File: src/rtl/spi_slave_phy.sv
// Mode-0 SPI slave PHY: MSB-first chunk deserialiser and serialiser with a single
// transmit holding register. All logic runs on clk; SPI pins are oversampled.
module spi_slave_phy #(
  parameter int                WIDTH       = 8,
  parameter logic [WIDTH-1:0]  TX_IDLE     = '0,
  parameter int                SYNC_STAGES = 2
) (
  input  logic             clk,
  input  logic             rst,
  input  logic             sclk,
  input  logic             cs_n,
  input  logic             mosi,
  output logic             miso,
  output logic             miso_oe,
  output logic             rx_dv,
  output logic [WIDTH-1:0] rx_data,
  input  logic             tx_we,
  input  logic [WIDTH-1:0] tx_data,
  output logic             tx_halt
);

  localparam int               CNT_W    = $clog2(WIDTH + 1);
  localparam logic [CNT_W-1:0] LAST_BIT = CNT_W'(WIDTH - 1);

  logic [SYNC_STAGES-1:0] sclk_sync_q, cs_sync_q, mosi_sync_q;
  logic                   sclk_dly_q, cs_dly_q;
  logic                   sclk_s, cs_s, mosi_s;

  logic [CNT_W-1:0] bit_cnt_q, bit_cnt_d;
  logic [WIDTH-1:0] rx_shift_q, rx_shift_d;
  logic [WIDTH-1:0] rx_data_q, rx_data_d;
  logic             rx_dv_q, rx_dv_d;
  logic [WIDTH-1:0] tx_shift_q, tx_shift_d;
  logic [WIDTH-1:0] hold_q, hold_d;
  logic             hold_full_q, hold_full_d;
  logic             boundary_q, boundary_d;
  logic             miso_q, miso_d;
  logic             tx_we_q;

  logic frame_active, sclk_rise, sclk_fall, cs_fall, cs_rise;
  logic byte_done, tx_load, wr_accept;

  assign sclk_s = sclk_sync_q[SYNC_STAGES-1];
  assign cs_s   = cs_sync_q[SYNC_STAGES-1];
  assign mosi_s = mosi_sync_q[SYNC_STAGES-1];

  // Synchronisers reset to idle pin levels so no edge is seen coming out of reset
  // while the bus is idle.
  always_ff @(posedge clk) begin
    if (rst) begin
      sclk_sync_q <= '0;
      cs_sync_q   <= '1;
      mosi_sync_q <= '0;
      sclk_dly_q  <= 1'b0;
      cs_dly_q    <= 1'b1;
    end else begin
      sclk_sync_q <= {sclk_sync_q[SYNC_STAGES-2:0], sclk};
      cs_sync_q   <= {cs_sync_q[SYNC_STAGES-2:0], cs_n};
      mosi_sync_q <= {mosi_sync_q[SYNC_STAGES-2:0], mosi};
      sclk_dly_q  <= sclk_s;
      cs_dly_q    <= cs_s;
    end
  end

  assign frame_active = ~cs_s;
  assign sclk_rise    = frame_active &  sclk_s & ~sclk_dly_q;
  assign sclk_fall    = frame_active & ~sclk_s &  sclk_dly_q;
  assign cs_fall      = ~cs_s &  cs_dly_q;
  assign cs_rise      =  cs_s & ~cs_dly_q;
  assign byte_done    = sclk_rise & (bit_cnt_q == LAST_BIT);
  assign tx_load      = cs_fall | byte_done;
  // A load frees the holding register in the same cycle, so a coincident write lands.
  assign wr_accept    = tx_we & ~tx_we_q & (~hold_full_q | tx_load);

  always_comb begin
    // NOTE: every next-state signal gets a default first so no latch is inferred
    // and rx_dv_d falls back to 0, making rx_dv a single-cycle pulse.
    bit_cnt_d   = bit_cnt_q;
    rx_shift_d  = rx_shift_q;
    rx_data_d   = rx_data_q;
    rx_dv_d     = 1'b0;
    tx_shift_d  = tx_shift_q;
    hold_d      = hold_q;
    hold_full_d = hold_full_q;
    boundary_d  = boundary_q;
    miso_d      = miso_q;

    if (cs_rise) begin
      bit_cnt_d  = '0;
      rx_shift_d = '0;
      boundary_d = 1'b0;
      miso_d     = 1'b0;
    end else if (sclk_rise) begin
      rx_shift_d = {rx_shift_q[WIDTH-2:0], mosi_s};
      if (byte_done) begin
        rx_data_d = rx_shift_d;
        rx_dv_d   = 1'b1;
        bit_cnt_d = '0;
      end else begin
        bit_cnt_d = bit_cnt_q + 1'b1;
      end
    end

    if (tx_load) begin
      tx_shift_d  = hold_full_q ? hold_q : TX_IDLE;
      hold_full_d = 1'b0;
      if (cs_fall) miso_d = tx_shift_d[WIDTH-1];
      else         boundary_d = 1'b1;
    end else if (sclk_fall) begin
      // The first fall after a byte boundary presents the fresh MSB without shifting.
      if (boundary_q) begin
        miso_d     = tx_shift_q[WIDTH-1];
        boundary_d = 1'b0;
      end else begin
        tx_shift_d = tx_shift_q << 1;
        miso_d     = tx_shift_q[WIDTH-2];
      end
    end

    if (wr_accept) begin
      hold_d      = tx_data;
      hold_full_d = 1'b1;
    end
  end

  always_ff @(posedge clk) begin
    if (rst) begin
      bit_cnt_q   <= '0;
      rx_shift_q  <= '0;
      rx_data_q   <= '0;
      rx_dv_q     <= 1'b0;
      tx_shift_q  <= '0;
      hold_q      <= '0;
      hold_full_q <= 1'b0;
      boundary_q  <= 1'b0;
      miso_q      <= 1'b0;
      tx_we_q     <= 1'b0;
    end else begin
      bit_cnt_q   <= bit_cnt_d;
      rx_shift_q  <= rx_shift_d;
      rx_data_q   <= rx_data_d;
      rx_dv_q     <= rx_dv_d;
      tx_shift_q  <= tx_shift_d;
      hold_q      <= hold_d;
      hold_full_q <= hold_full_d;
      boundary_q  <= boundary_d;
      miso_q      <= miso_d;
      tx_we_q     <= tx_we;
    end
  end

  assign miso    = miso_q;
  assign miso_oe = frame_active;
  assign rx_dv   = rx_dv_q;
  assign rx_data = rx_data_q;
  assign tx_halt = hold_full_q;

endmodule

File: config.mk
export PLATFORM = sky130hd
export DESIGN_NAME = spi_slave_phy
export DESIGN_NICKNAME = d
export VERILOG_FILES = /design/src/rtl/spi_slave_phy.sv
export SDC_FILE = /design/constraint.sdc
export NUM_CORES = 1
export LEC_CHECK = 0
export CAP_MARGIN = 20
export CORE_ASPECT_RATIO = 2
export CORE_UTILIZATION = 48
export CTS_CLUSTER_DIAMETER = 80
export DETAILED_ROUTE_END_ITERATION = 10
export GPL_TIMING_DRIVEN = 0
export HOLD_SLACK_MARGIN = 0.03
export PLACE_DENSITY = 0.74
export SLEW_MARGIN = 10
export SYNTH_ARGS = -nofsm -noshare
export SYNTH_HDL_FRONTEND = slang
export SYNTH_SLANG_ARGS = --single-unit
File: constraint.sdc
create_clock -name clk -period 1.78 [get_ports clk]
set_clock_uncertainty 0.05 [all_clocks]
set_input_delay 0.356 -clock clk [delete_from_list [all_inputs] [get_ports clk]]
set_output_delay 0.356 -clock clk [all_outputs]
set_load 0.03 [all_outputs]
Word-level counts from Yosys, hierarchy flattened
Index checks and enable logic that the tools add are counted.

storage, ports and cells
  input port bits = 14
  word-level logic and storage cells = 61
  register bits = 48
  output and inout port bits = 12

operators by class
  reductions and logical operators = 6
  multiplexer cells = 18
  equal/unequal tests = 2
  $add $sub $neg = 1
  bitwise operators = 19

operators with widths
  cell                                                                    count
  8-bit 2-to-1 mux                                                        4
  1-bit 2-to-1 mux                                                        13
  1-bit bitwise AND                                                       9
  1-bit NOT                                                               8
  4-bit by 1-bit adder with 4-bit output (second input constant)          1
  4-bit by 3-bit equality test with 1-bit output (second input constant)  1
  4-bit 2-to-1 mux                                                        1
  2-bit nonzero test                                                      2
  3-bit AND reduction                                                     1
  3-bit OR reduction                                                      1
  2-bit by 1-bit != test with 1-bit output (second input constant)        1
  1-bit bitwise OR                                                        2
  2-bit AND reduction                                                     1
  2-bit OR reduction                                                      1

Depth between registers and ports, before layout
Gate-level depths: netlist of run 1.

  word-level depth = 8
  gate-level depth with buffers = 6
  mapped depth without buffers = 5

Worst setup path before layout of run 1
No wires, ideal clock.

  path type = flip-flop to flip-flop
  start = register sclk_sync_q[1]
  end = register hold_q[5]
  cell stages (with the launch flop) = 6
  arrival time = 1.541 ns
  slack = 0.073 ns
  setup time = 0.116 ns
  clock period less this slack = 1.707 ns
  cells stage by stage = dfxtp_1 or3b_4 o21a_4 buf_6 a32o_1 a41o_1

on the way
  longest elaborated chain between the ends = 6

RTL lines
  element                         line  text
  start, declared                 25    logic [SYNC_STAGES-1:0] sclk_sync_q, cs_sync_q, mosi_sync_q;
  start signal, assigned          57    sclk_sync_q <= {sclk_sync_q[SYNC_STAGES-2:0], sclk};
  1-bit bitwise AND (2 in a row)  66    assign sclk_rise = frame_active & sclk_s & ~sclk_dly_q;
  1-bit bitwise AND               70    assign byte_done = sclk_rise & (bit_cnt_q == LAST_BIT);
  1-bit bitwise OR                71    assign tx_load = cs_fall | byte_done;
  1-bit bitwise OR                73    assign wr_accept = tx_we & ~tx_we_q & (~hold_full_q | tx_load);
  1-bit bitwise AND               73
  end signal, assigned            144   hold_q <= hold_d;
  end, declared                   34    logic [WIDTH-1:0] hold_q, hold_d;

Every way passes these cells.
A chain may end at the register's enable or synchronous reset.

Worst setup path in the final report of run 1
  start = register rx_data_q[7] (netlist: rx_data[7])
  end = output rx_data[7]

RTL lines
  element                 line  text
  start, declared         31    logic [WIDTH-1:0] rx_data_q, rx_data_d;
  start signal, assigned  141   rx_data_q <= rx_data_d;
  end, declared           16    output logic [WIDTH-1:0] rx_data,

No word-level cell between the ends.

==> run metrics, run 1 <==
Hold WC Path Type=in -> reg; share of layout cells above drive strength 1=between 10% and 20%; core area=0.00384 mm2; headroom to the max-slew limit=between 60% and 70%; Crit Path Class=reg -> out; Synth Area in Simple Gates=between 20 and 25%; total number of vias=1,550; MaxCap Viol Count=0; Layout area overhead=22.8%; critical-path cell list=clkdlybuf4s50_1; Mapped Area=0.00194 mm2; setup_tns=0 ns; share of the synthesized area in the top cell type=between 40% and 50%; root buffer cell=clkbuf_8; setup slack, reg-to-reg=about 0.07 ns; Die X-Extent=between 40 and 50 um; register area=around 970 um2; starting density of the core=between 50% and 60%; Least-Margin Pin Slew=roughly 0.58 ns; Final Max Slew Viols=0; RSZ-0062 raised after global routing=no; Slowest-stage cell, CP=clkdlybuf4s50_1; drt first pass iters=4; Synth Instances=211; die footprint=between 0.004 and 0.005 mm2; Avg Inst Size Synth=between 9 and 10 um2; final wirelength=3.71 mm; Ports=26; CTS Hold Bufs=0; TritonCTS clock tree=built; Startpoint Class=flop; main combinational cell family by area after synthesis=simple AND/OR/NAND/NOR gates; placed cells=286; H-Tree Level Count=2; largest area contributor in the netlist=dfxtp_1; mux cell area share after synthesis=under 10%; busiest layer in global routing=met2; clk sinks=48; area of the multi-input gates=908 um2; Synth Register Bits=48; top cells by area, synth=dfxtp_1 49%, nand2_1 8.3%, a21oi_1 6.4%; row cnt=32; antenna violations before repair=0; Util after Layout=approximately 62%; mean routed wirelength per cell=12.5 um; largest net degree at the start of global routing=16; global-route wire length before repair=roughly 6.6 mm; synthesized net count=between 200 and 250; slowest stage delay, CP=roughly 0.67 ns; Final HPWL DP=around 2.8 mm; Post-synth EDFFs=0; post-place setup slack=-0.152 ns; met2 usage=38.4%; maximum vdd drop=around 0.00054 V; vias in the first global route=1,580; TritonCTS Buffers=5; final worst-path cycle share=between 90% and 100%; post-route ant nets=0; Final #Nets=between 200 and 300; area share of fa/ha/maj cells after synthesis=less than 1%; GRT met1 Usage=between 10% and 20%; die height=about 92 um; PortBufs=24; Final Hold Violating Endpoints=0; fmax=around 0.58 GHz; total track usage=between 20% and 30%; Initial DRC Count=31; fin cells=297; DR DRC count=0; Final setup viols=0; GPL Wtd Cong=approximately 0.77; grt ovf=0; Critical Path Fanout Max=2; pwr dens=around 810 mW/mm2; clk buf depth=2; most frequent cells in the layout=45 x dfxtp_1, 43 x nand2_1, 25 x a21oi_1; family with the most delay on the worst path=buffers and inverters; clock-pin slew on the worst setup and hold paths=about 0.09 ns; number of fill cells in the layout=between 300 and 400; Period minus WS final=1.72 ns; Seq/Total Area, Yosys=~49%; antenna cells=0; WP data required=approximately 1.4 ns; XOR/XNOR Fraction of Synth Area=under 10%; yosys warns=0; Crit path buffers/inverters=1; met3 layer usage reported by global route=2.36%; Synth Flop Type=dfxtp_1; commonest non-fill, non-tap cell in the layout=dfxtp_1; P_leak=around 0.95 nW; clock latency on the worst-skew pair=0.30 ns; asr flop ratio synth=0%; status=finished, final reports clean; critical path arrival=between 1 and 1.5 ns; vias per inst=between 5 and 6; Compound-Gate Fraction of Synth Area=18.4%; Critical Path End Type=primary output; worst setup margin=~0.063 ns; Hold WS=0.282 ns; Netlist cell types=35
[final timing paths]
path / end / cells after the start / start
worst min-delay path: sclk_sync_q[1] / 2 / rst
worst max-delay path: rx_data[7] / 1 / rx_data[7]
worst max register to register: hold_q[5] / 5 / cs_sync_q[1]
worst min register to register: cs_sync_q[1] / 1 / cs_sync_q[0]
[registers in the layout (all words and copies together) (netlist names), 2 cells and up]
| register | cells |
|---|---|
| rx_shift_q | 7 |
| tx_shift_q | 8 |
| rx_data | 8 |
| hold_q | 8 |
| mosi_sync_q | 2 |
| bit_cnt_q | 4 |
| sclk_sync_q | 2 |
| cs_sync_q | 2 |
[cell type report]
class / instances / share of cell area [%]
Clock inverter: 2 / 0.629
Clock buffer: 6 / 3.46
Multi-Input combinational cell: 146 / 38.1
Sequential cell: 48 / 40.6
Buffer: 14 / 2.94
Tap cell: 51 / 2.67
Timing Repair Buffer: 27 / 11.1
Inverter: 3 / 0.472
[through the flow]
step / area (um2) / total power, mW
after CTS: 2350 / 1.95
final: 2390 / 1.94
after floorplan: 1940 / 1.23
after detailed placement: 2250 / 1.28
after global routing: 2390 / 2.02
after global placement: 2250 / 1.28
[Yosys cell counts (all sizes together) (2+ instances only)]
cell / n
dfxtp: 48
nand2: 43
a21oi: 25
a32o: 8
a41o: 8
and3: 8
clkbuf: 8
nor2b: 8
nand3: 7
buf: 6
mux2: 6
nor2: 5
inv: 3
o21ai: 3
or2: 3
a211oi: 2
nand2b: 2
nand3b: 2
nor3: 2
xor2: 2
[logic make-up after synthesis]
| kind of cell | Yosys count |
|---|---|
| DFF | 48 |
| AOI/OAI and AO/OA | 50 |
| adders and majority gates | 1 |
| xor gates and xnor gates | 3 |
| muxes | 7 |
| and+or+nand+nor | 85 |
| buffers and inverters | 17 |
[power by group]
group	switching [mW]	leakage [nW]	internal [mW]
Combinational	0.0723	0.512	0.0676
Clock	0.366	0.0434	0.315
Sequential	0.0198	0.391	1.10
Total	0.458	0.946	1.48
[routing by layer]
layer	share of wire, %	up-vias
li1	-	811
met1	36	713
met2	60	20
met3	1.4	6
met4	2.4	0
met5	0	-
[what timing repair did]
item                                    in CTS  in global routing
resized for setup                            5                  5
gates cloned                                 0                  0
buffers inserted                             0                  3
pin swaps                                    0                  2
endpoints found under the setup margin       6                 10
No activity file was read; power rests on OpenSTA's default activity.
==> inputs of run 2 (changes only) <==
--- a/config.mk
+++ b/config.mk
@@ -7,12 +7,12 @@
 export LEC_CHECK = 0
 export CAP_MARGIN = 20
 export CORE_ASPECT_RATIO = 2
-export CORE_UTILIZATION = 48
+export CORE_UTILIZATION = 53
 export CTS_CLUSTER_DIAMETER = 80
 export DETAILED_ROUTE_END_ITERATION = 10
 export GPL_TIMING_DRIVEN = 0
 export HOLD_SLACK_MARGIN = 0.03
-export PLACE_DENSITY = 0.74
+export PLACE_DENSITY = 0.77
 export SLEW_MARGIN = 10
 export SYNTH_ARGS = -nofsm -noshare
 export SYNTH_HDL_FRONTEND = slang
==> constraint.sdc (replaced) <==
create_clock -name clk -period 1.6 [get_ports clk]
set_clock_uncertainty 0.05 [all_clocks]
set_input_delay 0.32 -clock clk [delete_from_list [all_inputs] [get_ports clk]]
set_output_delay 0.32 -clock clk [all_outputs]
set_load 0.03 [all_outputs]
==> run 2 against run 1 <==
The flow now finishes with violations (setup timing). Global-route usage up 1.7 points. Power grew 11%. Core utilization is 10 points higher. Worst setup slack worse by 0.14 ns. Die area down 9.1%. Count of clock-buffer cells in the layout up 2. Cell count rose by 2.0%.
==> run metrics, run 2 (same netlist as run 1, synthesis figures left out) <==
post-route ant nets=0 (unchanged); failing checks=setup timing; Slowest-stage cell, CP=or3b_4; starting density of the core=56.3% (+5.7 points); met3 layer usage reported by global route=5.15% (+2.8 points); Hold WC Path Type=in -> reg; H-Tree Level Count=2 (unchanged); global-route wire length before repair=6.52 mm (-1.3%); final worst-path cycle share=105%; Startpoint Class=flop; Period minus WS final=roughly 1.7 ns; DR DRC count=0 (unchanged); slowest stage delay, CP=0.40 ns (-0.27 ns); total track usage=22.3% (+1.7 points); maximum vdd drop=0.000755 V (+41%); antenna cells=0 (unchanged); TritonCTS Buffers=5 (unchanged); Die X-Extent=44.8 um (-4.6%); RSZ-0062 raised after global routing=yes; met2 usage=41.8% (+3.4 points); root buffer cell=clkbuf_8; clock latency on the worst-skew pair=0.30 ns (about the same); Hold WS=0.257 ns (-0.0257 ns); MaxCap Viol Count=0 (unchanged); post-place setup slack=-0.289 ns (-0.136 ns); busiest layer in global routing=met2; Critical Path End Type=flop; vias per inst=5.31 (+1.8%); worst setup margin=-0.0782 ns (-0.141 ns); grt ovf=0 (unchanged); status=finished, violations left; Layout area overhead=29.0%; largest net degree at the start of global routing=14 (-2); Final Max Slew Viols=0 (unchanged); share of layout cells above drive strength 1=19.6% (+7.0 points); TritonCTS clock tree=built; PortBufs=24 (unchanged); Least-Margin Pin Slew=0.506 ns (-0.0775 ns); clock-pin slew on the worst setup and hold paths=0.08 ns (about the same); GRT met1 Usage=21.1% (+1.5 points); Final HPWL DP=2.71 mm (-3.6%); register area=972 um2 (+0.26%); total number of vias=1,609 (+3.8%); area of the multi-input gates=977 um2 (+7.6%); GPL Wtd Cong=0.760 (-1.4%); vias in the first global route=1,540 (-2.5%); clk buf depth=2 (unchanged); mean routed wirelength per cell=13.5 um (+7.7%); fmax=approximately 0.60 GHz; critical path arrival=1.83 ns (+0.52 ns); drt first pass iters=4 (unchanged); setup slack, reg-to-reg=-0.08 ns (-0.15 ns); Final Hold Violating Endpoints=0 (unchanged); antenna violations before repair=0 (unchanged); most frequent cells in the layout=43 x dfxtp_1, 41 x nand2_1, 25 x a21oi_1; Ports=26 (unchanged); P_leak=1.02 nW (+8.2%); number of fill cells in the layout=293 (-21%); pwr dens=858 mW/mm2 (+5.6%); critical-path cell list=or3b_4 > o21a_4 > buf_6 > a32o_1 > a41o_1; Crit Path Class=reg -> reg; core area=0.00345 mm2 (-10%); clk sinks=48 (unchanged); headroom to the max-slew limit=66.3% (+5.3 points); commonest non-fill, non-tap cell in the layout=dfxtp_1; Critical Path Fanout Max=7 (+5); die height=87.6 um (-4.7%); WP data required=1.75 ns (+0.38 ns); Crit path buffers/inverters=1 (unchanged); row cnt=30 (-6.3%); family with the most delay on the worst path=compound AO/OA/AOI/OAI gates; final wirelength=4.08 mm (+9.9%); Initial DRC Count=28 (-9.7%); Final #Nets=269 (+3.5%); Final setup viols=4 (+4); die footprint=0.00393 mm2 (-9.1%)
==> run 2: cell types whose count changed in the layout (fill, tap and decap cells not counted), sizes merged <==
| cell | change |
|---|---|
| buf | +10 |
| dlygate4sd2 | +10 |
| clkdlybuf4s50 | -8 |
| clkinvlp | -2 |
| dlymetal6s2s | -2 |
| o21ai | +1 |
==> run 2: power by group <==
group | internal (mW) | switching [mW]
combinational | 0.0841 | 0.0882
sequential | 1.22 | 0.0208
clock | 0.353 | 0.383
==> run 2: worst paths after layout <==
| path | endpoint | from | depth (start not counted) |
|---|---|---|---|
| max | hold_q[7] | cs_sync_q[1] | 5 |
| min | sclk_sync_q[0] | rst | 2 |
| max reg2reg | hold_q[7] | cs_sync_q[1] | 5 |
| min reg2reg | cs_sync_q[1] | cs_sync_q[0] | 1 |
==> run 2: what timing repair did <==
action                     CTS  global route
gates cloned                 0             2
hold buffers                 0             0
hold endpoints to repair     0             0
gates resized for setup     17            29
setup endpoints to repair   36            38
setup buffers                6             5
pin swaps                    2             9
==> run 2: area by class of cell <==
cell class              instances  area share [%]
multi-input cells             147            39.0
repair buffers                 36            12.7
flip-flops and latches         48            38.8
inverters                       3           0.449
plain buffers                  13            3.05
clock buffers                   8            3.59
well taps                      48            2.40
==> run 2: per-layer routing <==
| layer | vias up | share of wire (%) |
|---|---|---|
| li1 | 830 | - |
| met1 | 736 | 37 |
| met2 | 31 | 57 |
| met3 | 12 | 2.2 |
| met4 | 0 | 3.9 |
| met5 | - | 0 |
==> run 2: metrics by stage <==
step                      instance area, um2  total power [mW]  instances  TNS [ns]  utilization, %
after floorplan                         1950              1.37        211   -0.0916               -
after detailed placement                2250              1.43        283     -4.82            65.0
final                                   2510              2.15        303    -0.231            72.6
after global routing                    2510              2.23        303    -0.909            72.6
after global placement                  2250              1.42        283     -4.00            65.0
after CTS                               2380              2.15        296    -0.310            68.9
==> inputs of run 3 (changes only) <==
--- a/config.mk
+++ b/config.mk
@@ -7,12 +7,13 @@
 export LEC_CHECK = 0
 export CAP_MARGIN = 20
 export CORE_ASPECT_RATIO = 2
-export CORE_UTILIZATION = 53
+export CORE_UTILIZATION = 55
 export CTS_CLUSTER_DIAMETER = 80
 export DETAILED_ROUTE_END_ITERATION = 10
+export DONT_BUFFER_PORTS = 1
 export GPL_TIMING_DRIVEN = 0
 export HOLD_SLACK_MARGIN = 0.03
-export PLACE_DENSITY = 0.77
+export PLACE_DENSITY = 0.7
 export SLEW_MARGIN = 10
 export SYNTH_ARGS = -nofsm -noshare
 export SYNTH_HDL_FRONTEND = slang
==> constraint.sdc (replaced) <==
create_clock -name clk -period 1.7 [get_ports clk]
set_clock_uncertainty 0.05 [all_clocks]
set_input_delay 0.34 -clock clk [delete_from_list [all_inputs] [get_ports clk]]
set_output_delay 0.34 -clock clk [all_outputs]
set_load 0.03 [all_outputs]
==> run 3 against run 2 <==
The flow finishes with violations (DRC). Clock power down 7.5%. Register-to-register slack better by 0.14 ns. Non-clock buffer count fell by 29. Power decreased by 8.2%. Largest cell class is now flip-flops and latches. Die area decreased by 3.5%. Critical path type unchanged.
==> run metrics, run 3 (same netlist as run 1, synthesis figures left out) <==
status=finished, violations left; failing checks=DRC; clock-pin slew on the worst setup and hold paths=0.08 ns (about the same); die footprint=0.00379 mm2 (-3.5%); WP data required=1.84 ns (+0.09 ns); number of fill cells in the layout=308 (+5.1%); most frequent cells in the layout=44 x dfxtp_1, 42 x nand2_1, 25 x a21oi_1; placed inst area=0.00198 mm2 (-12%); DR WL met2=2.23 mm (-3.3%); wl on met1=1.34 mm (-12%); total track usage=21.8% (-0.51 points); maximum vdd drop=0.000825 V (+9.2%); GPL Wtd Cong=0.785 (+3.3%); total number of vias=1,517 (-5.7%); slowest stage delay, CP=0.41 ns (about the same); TritonCTS Buffers=5 (unchanged); global-route wire length before repair=6.31 mm (-3.2%); starting density of the core=57.5% (+1.3 points); Layout area overhead=11.0%; die height=86.1 um (-1.8%); fmax=0.610 GHz (+2.3%); row cnt=30 (unchanged); Worst Hold Launch=cs_n; wire length on met3=103 um (+14%); commonest non-fill, non-tap cell in the layout=dfxtp_1; grt ovf=0 (unchanged); Util after Layout=63.9% (-8.7 points); largest net degree at the start of global routing=17 (+3); Die X-Extent=44.0 um (-1.8%); Slowest-stage cell, CP=or3b_4; Hold WS=0.103 ns (-0.154 ns); H-Tree Level Count=2 (unchanged); antenna cells=0 (unchanged); register area=971 um2 (-0.13%); mean routed wirelength per cell=14.8 um (+9.8%); drt first pass iters=7 (+3); setup_tns=0 ns (+0.231 ns); root buffer cell=clkbuf_8; Final Max Slew Viols=0 (unchanged); CTS Hold Bufs=0 (unchanged); critical-path cell list=or3b_4 > o21a_4 > a32o_1 > a41o_1; headroom to the max-slew limit=65.7% (-0.55 points); Highest Signal Layer=met4; final wirelength=3.81 mm (-6.5%); Critical Path End Type=flop; vias per inst=5.88 (+11%); clk sinks=48 (unchanged); post-route ant nets=0 (unchanged); Power, Total=1.97 mW (-8.2%); R2R Path End=hold_q[2]; DR DRC count=1 (+1); CP endpoint=hold_q[2]; area of the multi-input gates=922 um2 (-5.6%); TritonCTS clock tree=built; CP Launch Point=sclk_sync_q[1]; pwr dens=915 mW/mm2 (+6.7%); core area=0.00338 mm2 (-2.2%); Ports=26 (unchanged); clock latency on the worst-skew pair=0.29 ns (about the same); r2r worst-path depth=4 (-1); clk buf depth=2 (unchanged); worst r2r src=sclk_sync_q[1]; placed cells=243 (-14%); Initial DRC Count=20 (-29%); share of layout cells above drive strength 1=18.1% (-1.5 points); RSZ-0062 raised after global routing=no; Startpoint Class=flop; Final #Nets=240 (-11%); antenna violations before repair=0 (unchanged); final worst-path cycle share=96.5% (-8.4 points); final non-filler cell area=0.00216 mm2 (-14%); vias in the first global route=1,522 (-1.2%); setup slack, reg-to-reg=0.06 ns (+0.14 ns); fin cells=258 (-15%); PortBufs=0 (-100%); MaxCap Viol Count=0 (unchanged); critical path arrival=1.78 ns (-0.05 ns); Final HPWL DP=2.77 mm (+2.4%); Period minus WS final=1.64 ns (-0.0382 ns); Final Hold Violating Endpoints=0 (unchanged); Hold WC Path Type=in -> reg; Least-Margin Pin Slew=0.514 ns (+0.00818 ns); Crit Path Class=reg -> reg; worst setup margin=0.0600 ns (+0.138 ns); Final setup viols=0 (-4); Critical Path Fanout Max=14 (+7); P_leak=0.846 nW (-17%); post-place setup slack=-0.232 ns (+0.0567 ns)
-- run 3: cell types whose count changed in the layout (fill, tap and decap cells not counted), sizes merged --
cell | before | now
dlygate4sd2 | 12 | 0
clkdlybuf4s50 | 12 | 0
buf | 19 | 13
clkbuf | 14 | 13
clkinv | 0 | 2
-- run 3: worst min-delay path by stage --
stage	slack, ns	end	depth (start not counted)
floorplan	0.34	cs_sync_q[1]	1
global placement	0.34	cs_sync_q[1]	1
detailed placement	0.35	cs_sync_q[1]	1
CTS	0.09	cs_sync_q[0]	1
global route	0.09	cs_sync_q[0]	1
finish	0.10	cs_sync_q[0]	1
-- run 3: routing by layer --
layer  GRT usage (%)  vias to the layer above
met5               0                        -
met4            11.6                        0
met3            4.00                       10
met2            42.5                       30
met1            19.4                      704
li1                -                      773
-- run 3: timing repair --
item / 4_1_cts / 5_1_grt
gates resized for setup: 7 / 6
gates cloned: 0 / 1
setup buffers: 3 / 5
pin swaps: 2 / 2
setup endpoints to repair: 34 / 26
-- run 3: where the power goes --
group | internal, mW | leakage [nW] | switching, mW
registers | 1.15 | 0.391 | 0.0254
clock network | 0.325 | 0.0510 | 0.356
logic | 0.0477 | 0.403 | 0.0703
-- run 3: final cells by class --
class,count,area share (%)
plain buffers,12,2.78
clock buffers,6,3.83
clock inverters,2,0.464
inverters,3,0.522
multi-input cells,147,42.7
flip-flops and latches,48,45.0
well taps,32,1.86
repair buffers,8,2.78
-- run 3: worst max-delay path, delay by kind of cell (launching register included) --
family	cells	cell delay [ns]
DFF	1	0.38
AOI/OAI and AO/OA	3	0.70
and+or+nand+nor	1	0.41
